<file path="src/rtl/uart_rx_pkg.sv">
// Shared UART definitions: state encodings, default timing constants and a
// counter-width helper, common to uart_rx and uart_tx.
package uart_rx_pkg;

  localparam int DEFAULT_DVSR       = 27;
  localparam int DEFAULT_OVERSAMPLE = 16;
  localparam int DEFAULT_DATA_BIT   = 8;

  typedef logic [2:0] uart_state_t;

  localparam uart_state_t ST_IDLE      = 3'd0;
  localparam uart_state_t ST_START     = 3'd1;
  localparam uart_state_t ST_DATA      = 3'd2;
  localparam uart_state_t ST_STOP      = 3'd3;
  localparam uart_state_t ST_WAIT_HIGH = 3'd4;

  // Width of a counter that spans 0..n-1; never narrower than one bit.
  function automatic int cnt_width(input int n);
    if (n <= 2) begin
      return 1;
    end
    return $clog2(n);
  endfunction

endpackage

</file>
<file path="src/rtl/uart_rx_if.sv">
// Receiver-side signal bundle: serial input, received data, status pulses and
// a debug view of the FSM state.
interface uart_rx_if #(
  parameter int DATA_BIT = uart_rx_pkg::DEFAULT_DATA_BIT
) ();

  logic                      i_rx;
  logic [DATA_BIT-1:0]       o_data;
  logic                      o_rx_done_tick;
  logic                      o_frame_err;
  logic                      o_busy;
  uart_rx_pkg::uart_state_t  dbg_state;

  // No ready path: o_rx_done_tick and o_frame_err are single-cycle valid
  // pulses that the consumer must capture in the cycle they are high; o_data
  // is stable from a done pulse until the next one.
  modport master (
    output i_rx,
    input  o_data,
    input  o_rx_done_tick,
    input  o_frame_err,
    input  o_busy,
    input  dbg_state
  );

  modport slave (
    input  i_rx,
    output o_data,
    output o_rx_done_tick,
    output o_frame_err,
    output o_busy,
    output dbg_state
  );

endinterface

</file>
<file path="src/rtl/uart_rx_baud_gen.sv">
// Free-running mod-DVSR divider that emits a one-cycle sample tick; it is
// never stopped or re-phased, so the transmitter can share it.
module baud_gen
  import uart_rx_pkg::*;
#(
  parameter int DVSR = DEFAULT_DVSR
) (
  input  logic clk,
  input  logic rst,
  output logic s_tick
);

  localparam int            CW        = cnt_width(DVSR);
  localparam logic [CW-1:0] CNT_LAST  = CW'(DVSR - 1);

  logic [CW-1:0] cnt_q;
  logic [CW-1:0] cnt_d;

  always_comb begin
    cnt_d = cnt_q + CW'(1);
    if (cnt_q == CNT_LAST) begin
      cnt_d = '0;
    end
  end

  always_ff @(posedge clk or posedge rst) begin
    if (rst) begin
      cnt_q <= '0;
    end else begin
      cnt_q <= cnt_d;
    end
  end

  assign s_tick = (cnt_q == CNT_LAST);

endmodule

</file>
<file path="src/rtl/uart_rx.sv">
// Oversampling UART receiver: synchronizes the line, finds the start-bit
// centre, samples each data bit mid-period and validates the stop bit.
module uart_rx
  import uart_rx_pkg::*;
#(
  parameter int DATA_BIT   = DEFAULT_DATA_BIT,
  parameter int OVERSAMPLE = DEFAULT_OVERSAMPLE,
  parameter int DVSR       = DEFAULT_DVSR
) (
  input  logic       clk,
  input  logic       rst,
  uart_rx_if.slave   bus
);

  localparam int            TW        = cnt_width(OVERSAMPLE);
  localparam int            BW        = cnt_width(DATA_BIT);
  localparam logic [TW-1:0] TICK_MID  = TW'(OVERSAMPLE / 2 - 1);
  localparam logic [TW-1:0] TICK_LAST = TW'(OVERSAMPLE - 1);
  localparam logic [BW-1:0] BIT_LAST  = BW'(DATA_BIT - 1);

  logic s_tick;

  baud_gen #(
    .DVSR (DVSR)
  ) u_baud_gen (
    .clk    (clk),
    .rst    (rst),
    .s_tick (s_tick)
  );

  // Two-flop synchronizer; resets to the idle (high) line level.
  logic rx_meta_q;
  logic rx_s_q;

  always_ff @(posedge clk or posedge rst) begin
    if (rst) begin
      rx_meta_q <= 1'b1;
      rx_s_q    <= 1'b1;
    end else begin
      rx_meta_q <= bus.i_rx;
      rx_s_q    <= rx_meta_q;
    end
  end

  uart_state_t          state_q,    state_d;
  logic [TW-1:0]        tick_cnt_q, tick_cnt_d;
  logic [BW-1:0]        bit_cnt_q,  bit_cnt_d;
  logic [DATA_BIT-1:0]  shreg_q,    shreg_d;
  logic [DATA_BIT-1:0]  data_q,     data_d;
  logic                 done_q,     done_d;
  logic                 ferr_q,     ferr_d;

  always_comb begin
    state_d    = state_q;
    tick_cnt_d = tick_cnt_q;
    bit_cnt_d  = bit_cnt_q;
    shreg_d    = shreg_q;
    data_d     = data_q;
    done_d     = 1'b0;
    ferr_d     = 1'b0;

    case (state_q)
      ST_IDLE: begin
        if (!rx_s_q) begin
          state_d    = ST_START;
          tick_cnt_d = '0;
        end
      end

      ST_START: begin
        if (s_tick) begin
          if (tick_cnt_q == TICK_MID) begin
            // A line that is high again at the start-bit centre was a glitch.
            if (rx_s_q) begin
              state_d = ST_IDLE;
            end else begin
              state_d    = ST_DATA;
              tick_cnt_d = '0;
              bit_cnt_d  = '0;
            end
          end else begin
            tick_cnt_d = tick_cnt_q + TW'(1);
          end
        end
      end

      ST_DATA: begin
        if (s_tick) begin
          if (tick_cnt_q == TICK_LAST) begin
            tick_cnt_d = '0;
            shreg_d    = {rx_s_q, shreg_q[DATA_BIT-1:1]};
            if (bit_cnt_q == BIT_LAST) begin
              state_d   = ST_STOP;
              bit_cnt_d = '0;
            end else begin
              bit_cnt_d = bit_cnt_q + BW'(1);
            end
          end else begin
            tick_cnt_d = tick_cnt_q + TW'(1);
          end
        end
      end

      ST_STOP: begin
        if (s_tick) begin
          if (tick_cnt_q == TICK_LAST) begin
            tick_cnt_d = '0;
            // Returning to IDLE at mid stop bit leaves half a bit to catch a
            // back-to-back start edge.
            if (rx_s_q) begin
              data_d  = shreg_q;
              done_d  = 1'b1;
              state_d = ST_IDLE;
            end else begin
              ferr_d  = 1'b1;
              state_d = ST_WAIT_HIGH;
            end
          end else begin
            tick_cnt_d = tick_cnt_q + TW'(1);
          end
        end
      end

      ST_WAIT_HIGH: begin
        if (rx_s_q) begin
          state_d = ST_IDLE;
        end
      end

      default: begin
        state_d = ST_IDLE;
      end
    endcase
  end

  always_ff @(posedge clk or posedge rst) begin
    if (rst) begin
      state_q    <= ST_IDLE;
      tick_cnt_q <= '0;
      bit_cnt_q  <= '0;
      shreg_q    <= '0;
      data_q     <= '0;
      done_q     <= 1'b0;
      ferr_q     <= 1'b0;
    end else begin
      state_q    <= state_d;
      tick_cnt_q <= tick_cnt_d;
      bit_cnt_q  <= bit_cnt_d;
      shreg_q    <= shreg_d;
      data_q     <= data_d;
      done_q     <= done_d;
      ferr_q     <= ferr_d;
    end
  end

  assign bus.o_data         = data_q;
  assign bus.o_rx_done_tick = done_q;
  assign bus.o_frame_err    = ferr_q;
  assign bus.o_busy         = (state_q != ST_IDLE);
  assign bus.dbg_state      = state_q;

endmodule

</file>
<file path="src/flat_wrapper.sv">
// flat-port wrapper written by rule: the top's interface ports become plain ports
module uart_rx_flat import uart_rx_pkg::*;
#(
  parameter int DATA_BIT   = DEFAULT_DATA_BIT,
  parameter int OVERSAMPLE = DEFAULT_OVERSAMPLE,
  parameter int DVSR       = DEFAULT_DVSR
)
  (clk, rst, bus_i_rx, bus_o_data, bus_o_rx_done_tick, bus_o_frame_err, bus_o_busy, bus_dbg_state);
  uart_rx_if #(.DATA_BIT(DATA_BIT)) bus_i ();
  input  logic clk;
  input  logic rst;
  input wire logic [$bits(bus_i.i_rx)-1:0] bus_i_rx;
  output wire logic [$bits(bus_i.o_data)-1:0] bus_o_data;
  output wire logic [$bits(bus_i.o_rx_done_tick)-1:0] bus_o_rx_done_tick;
  output wire logic [$bits(bus_i.o_frame_err)-1:0] bus_o_frame_err;
  output wire logic [$bits(bus_i.o_busy)-1:0] bus_o_busy;
  output wire logic [$bits(bus_i.dbg_state)-1:0] bus_dbg_state;
  assign bus_i.i_rx = bus_i_rx;
  assign bus_o_data = bus_i.o_data;
  assign bus_o_rx_done_tick = bus_i.o_rx_done_tick;
  assign bus_o_frame_err = bus_i.o_frame_err;
  assign bus_o_busy = bus_i.o_busy;
  assign bus_dbg_state = bus_i.dbg_state;
  uart_rx #(.DATA_BIT(DATA_BIT), .OVERSAMPLE(OVERSAMPLE), .DVSR(DVSR)) u_core (.clk(clk), .rst(rst), .bus(bus_i));
endmodule
</file>
<file path="config.mk">
export PLATFORM = sky130hd
export DESIGN_NAME = uart_rx_flat
export DESIGN_NICKNAME = d
export VERILOG_FILES = /design/src/rtl/uart_rx_pkg.sv /design/src/rtl/uart_rx_if.sv /design/src/rtl/uart_rx_baud_gen.sv /design/src/rtl/uart_rx.sv /design/src/flat_wrapper.sv
export SDC_FILE = /design/constraint.sdc
export NUM_CORES = 1
export LEC_CHECK = 0
export ABC_AREA = 1
export CAP_MARGIN = 20
export CORE_ASPECT_RATIO = 0.8
export CORE_UTILIZATION = 45
export DETAILED_ROUTE_END_ITERATION = 12
export PLACE_DENSITY = 0.65
export SYNTH_ARGS = -nofsm -noshare
export SYNTH_HDL_FRONTEND = slang
export SYNTH_SLANG_ARGS = --single-unit
</file>
<file path="constraint.sdc">
create_clock -name clk -period 1.62 [get_ports clk]
set_input_delay 0.486 -clock clk [delete_from_list [all_inputs] [get_ports clk]]
set_output_delay 0.486 -clock clk [all_outputs]
set_load 0.01 [all_outputs]
</file>
# --- Word level (Yosys, flattened, before mapping) ---
# Cells that the tools add are included.
# Widths: inputs -> output; s select.
op_classes:
  n_div: 0
  eq_ne: 19
  shift: 0
  reduce_logical: 10
  addsub: 3
  mul: 0
  mux: 34
  n_lt_le_gt_ge: 0
  bitwise: 0
op_table:
  columns: ["operator", "count"]
  rows:
  - ["$mux 3", 16]
  - ["$mux 4", 5]
  - ["$ne 2x1->1 const B", 9]
  - ["$pmux 3 s5", 1]
  - ["$pmux 4 s3", 1]
  - ["$reduce_and 9->1", 1]
  - ["$mux 1", 8]
  - ["$eq 3x2->1 const B", 2]
  - ["$eq 3x3->1 const B", 2]
  - ["$pmux 3 s2", 1]
  - ["$reduce_and 3->1", 2]
  - ["$reduce_and 6->1", 1]
  - ["$reduce_bool 3->1", 2]
  - ["$add 5x1->5 const B", 1]
  - ["$eq 5x5->1 const B", 1]
  - ["$mux 5", 1]
  - ["$add 4x1->4 const B", 1]
  - ["$eq 4x3->1 const B", 1]
  - ["$eq 4x4->1 const B", 1]
  - ["$ne 2x2->1 const B", 2]
  - ["$reduce_and 4->1", 1]
  - ["$add 3x1->3 const B", 1]
  - ["$eq 3x1->1 const B", 1]
  - ["$logic_not 3->1", 1]
  - ["3 further kinds", 3]
totals:
  ramBits: 0
  inputBits: 3
  ff_bits: 35
  n_memories: 0
  latchBits: 0
  wordCells: 76
  romBits: 0
  output_inout_bits: 14

# --- Logic depth before layout (Yosys ltp) ---
# Gate-level depths: netlist of the first run.
logic_depth:
  depth_word: 5
  depth_mapped: 11
  mapped_depth_nobuf: 11

# --- Modules after synthesis ---
# A second synthesis of the first run with hierarchy kept.
hier_totals:
  hier_cells: 198
  area_unflattened_um2: 1769.2
by_module_without_submodules:
  columns: ["module", "seq_area_each_um2", "area_each_um2", "n_inst", "cells_each"]
  rows:
  - ["uart_rx", 753.2, 1520.2, 1, 168]
  - ["baud_gen", 125.1, 249.0, 1, 30]

# --- Worst setup path after synthesis of the first run ---
# Ideal clock, no wire load.
synth_timing:
  kind: "register to register"
  from: "reg u_core.tick_cnt_q[1]"
  to: "reg u_core.data_q[1] (netlist: u_core.bus.o_data[1])"
  stages_incl_launch_ff: 10
  arrival_time_ns: 1.281
  setup_ns: 0.118
  n_path_buf: 1
  path_slack_ns: 0.221
  cell_sequence: "dfrtp_1 ha_1 nand2_1 inv_2 nand2_2 nor2_4 nand3_2 buf_6 nand2_1 o21ai_2"
synth_between:
  elab_chain_cells: 2
synth_lines:
  columns: ["item", "line", "rtl"]
  rows:
  - ["start: declaration", "uart_rx.sv:46", "logic [TW-1:0] tick_cnt_q, tick_cnt_d;"]
  - ["start signal: assignment", "uart_rx.sv:147", "tick_cnt_q <= tick_cnt_d;"]
  - ["$eq 4x4->1", "uart_rx.sv:106", "if (tick_cnt_q == TICK_LAST) begin"]
  - ["$reduce_and 4->1 (no line)", null, null]
  - ["end signal: assignment", "uart_rx.sv:150", "data_q <= data_d;"]
  - ["end: declaration", "uart_rx.sv:49", "logic [DATA_BIT-1:0] data_q, data_d;"]
# No other way between the ends.
# A chain may end at the register's enable or synchronous reset.

# --- Worst setup path in the final report of the first run ---
layout_timing:
  from: "reg u_core.state_q[1] (netlist: u_core.bus.dbg_state[1])"
  to: "out bus_dbg_state[1]"
layout_lines:
  columns: ["item", "line", "rtl"]
  rows:
  - ["start: declaration", "uart_rx.sv:45", "uart_state_t state_q, state_d;"]
  - ["start signal: assignment", "uart_rx.sv:146", "state_q <= state_d;"]
  - ["end: declaration", "flat_wrapper.sv:17", "output wire logic [$bits(bus_i.dbg_state)-1:0] bus_dbg_state;"]
# No word-level cell between the ends.

==> impl_metrics.csv, run 1 <==
group,metric,value,unit
sta,fmax,0.643,GHz
layout,regArea,878,um^2
power,p_leak,1.16,nW
yosys,synth_top_area_cell,"dfrtp_1",
layout,multi_input_area,766,um^2
yosys,synth_area_per_cell,8.27,um^2
power,power.density,696,nW/um^2
yosys,yosys.cell_count.top_type,"nand2_1",
yosys,mappedNetlistArea,1710,um^2
run_status,status,"finished, final reports clean",
power,power.switching,0.331,mW
detailed_routing,wirelength,3550,um
die,initial_core_util,0.484,
power,power_frac_clock,0.399,
yosys,synth_top_area_frac,0.482,
layout,syn2layout_area_growth,27.5,%
global_routing,first_global_vias,1380,
detailed_routing,vias_per_cell,4.88,
setup_path,startpoint_type,"flop",
die,die_area,4060,um^2
clock_tree,clk_latency,0.28,ns
sta,drv_slew,0,
clock_tree,cts.reportedPaths.clkPinSlew,0.07,ns
setup_path,cp-end-kind,"output port",
setup_path,crit_arrival,1.07,ns
clock_tree,cts.sinks,35,
sta,max_slew_margin,0.752,
yosys,synth.ff_latch_count,35,
global_routing,antenna_found_initial,0,
power,intPower,1.19,mW
yosys,syn-num-nets,215,
die,num_rows,19,
layout,stdcell_area,2180,um^2
layout,nNetsFinal,253,
yosys,synthTopCellsByCount,"nand2_1, dfrtp_1, inv_1, nor2_1, nand3_1",
placed_design,dp_slack,0.0560,ns
placed_design,placed_area,2020,um^2
yosys,synthTopCellsByArea,"dfrtp_1, nand2_1, inv_1, nor2_1, ha_1",
clock_tree,cts_made_buffers,5,
power,swShare,0.218,
yosys,syn_inst,207,
clock_tree,clockRootBuffer,"clkbuf_8",
power,p_seq_frac,0.580,
global_routing,grt_max_degree,36,
power,vdd_drop_max,0.000433,V
detailed_routing,dr.pass1.iters,4,
yosys,ys_seq_area_frac,0.513,
detailed_routing,routedWlPerCell,12.3,um
yosys,synth_edf_count,0,
die,boundaryPins,17,
yosys,synth_ff_type,"dfrtp_1",
sta,min_period,1.56,ns
sta,final-setup-viol-count,0,
global_routing,grt_pass1_wl,6060,um
clock_tree,cts_tree,"done",
detailed_routing,vias,1404,
setup_path,worstPathRequired,1.13,ns
yosys,yosys.cell_types.count,22,
placed_design,place_hpwl,2500,um
yosys,ys.warnings.count,0,
clock_tree,postCtsHoldBufs,0,
detailed_routing,drc_errors,0,
placed_design,place.port_buffers,16,
sta,hold_viol,0,
sta,fin_crit_sh,0.960,
layout,diodes,0,
clock_tree,ctsHtreeMaxLevel,2,
layout,fillers,318,
die,core,3540,um^2
sta,finalClockSkew,0.00806,ns
detailed_routing,drt_iter0_drc,56,
global_routing,overflow,0,
layout,drive_gt1_frac,0.240,
yosys,async_flop_share,1.00,
sta,layout_setup_ws,0.0649,ns
sta,setup_tns,0,ns
detailed_routing,final_antenna_net_count,0,
die,die_h,57.2,um
worst_hold_path,hold_path_class,"reg -> reg",
setup_path,worstSetupPathType,"reg -> out",
layout,final_core_util,0.616,
die,die_x,71.0,um
power,combPwrFrac,0.021,
sta,worst_pin_slew,0.368,ns
setup_path,worstPathMaxFanout,5,
placed_design,gp_congestion,0.840,
global_routing,grt_use_total,0.194,
clock_tree,cts_max_path_buffers,2,
run,max-cap-violations,0,
## flip-flops by register name, indices dropped and copies added, names as in the netlist
register	cells
u_core.bus.o_data	8
u_core.shreg_q	8
u_core.u_baud_gen.cnt_q	5
u_core.tick_cnt_q	4
u_core.bit_cnt_q	3
u_core.bus.dbg_state	3
u_core.bus.o_frame_err	1
u_core.bus.o_rx_done_tick	1
u_core.rx_meta_q	1
u_core.rx_s_q	1
## logic make-up (layout without fill, tap and decap cells)
group | after synthesis | count (layout) | share of synthesized area
adder cells (fa/ha/maj) | 5 | 5 | 0.0365
XOR/XNOR | 3 | 3 | 0.0153
buffers and inverters | 27 | 66 | 0.0687
flip-flops | 35 | 35 | 0.513
AND/OR/NAND/NOR | 114 | 114 | 0.284
AO/OA/AOI/OAI | 23 | 23 | 0.0825
## metrics by stage
step                      std cells  total power [mW]  hold WS, ns
final                           288              1.52        0.359
after global routing            288              1.58        0.361
after CTS                       283              1.55        0.358
after detailed placement        275             0.931        0.347
after global placement          275             0.930        0.346
after floorplan                 207             0.914        0.345
## final timing paths
kind                                       startpoint  cells past startpoint                      to  slack, ns
min reg2reg                          u_core.rx_meta_q                      0           u_core.rx_s_q       0.36
max reg2reg                u_core.u_baud_gen.cnt_q[0]                     10       u_core.shreg_q[4]       0.07
min                                  u_core.rx_meta_q                      0           u_core.rx_s_q       0.36
max                           u_core.bus.dbg_state[1]                      2        bus_dbg_state[1]       0.06
min in group asynchronous                         rst                      3  u_core.bus.o_frame_err       0.54
max in group asynchronous                         rst                      3           u_core.rx_s_q       0.84
## layer usage
layer | track usage | up-vias | wire length, um
met4 | 0.0686 | 0 | 51
met3 | 0.0442 | 6 | 130
li1 | - | 718 | -
met2 | 0.304 | 28 | 1620
met5 | 0 | - | 0
met1 | 0.269 | 652 | 1740
## critical path, stage by stage, from the launching register on
cell and delay [ns]:
dfrtp_1 0.40, buf_4 0.16, clkdlybuf4s15_1 0.23
## cell usage in the layout (no fill, tap or decap), drive strengths merged, types with 2 or more instances in the layout
cell type	instances
nor2	23
dfrtp	33
xor2	2
buf	18
a21oi	5
clkdlybuf4s15	2
o21ai	17
clkdlybuf4s50	2
dfstp	2
inv	24
ha	5
clkbuf	7
nand2	79
nand3	12
dlygate4sd2	11
## cell type report
| type | instances | share of cell area |
|---|---|---|
| multi-input cells | 145 | 0.351 |
| inverters | 24 | 0.0424 |
| clock buffers | 6 | 0.0332 |
| repair buffers | 34 | 0.142 |
| clock inverters | 2 | 0.00573 |
| flip-flops and latches | 35 | 0.402 |
| well taps | 42 | 0.0241 |
## power groups by stage
stage	Sequential (mW)	Clock (mW)	Combinational, mW
floorplan	0.895	0	0.0190
detailed placement	0.898	0	0.0325
global route	0.882	0.659	0.0368
global placement	0.898	0	0.0318
CTS	0.881	0.633	0.0326
finish	0.882	0.607	0.0312
## timing repair
action / CTS / global route
setup buffers: 0 / 5
cloned: 0 / 0
resized for setup: 16 / 22
pin swaps: 1 / 5
endpoints found under the setup margin: 14 / 18
Note: power is estimated with default switching activity, not from simulation.
==> inputs of run 2 (changes only) <==
--- a/config.mk
+++ b/config.mk
@@ -14,3 +14,4 @@
 export SYNTH_ARGS = -nofsm -noshare
 export SYNTH_HDL_FRONTEND = slang
 export SYNTH_SLANG_ARGS = --single-unit
+export TNS_END_PERCENT = 100
==> results of run 2 <==
The final DEF is identical to that of run 1; final timing and power are the same.
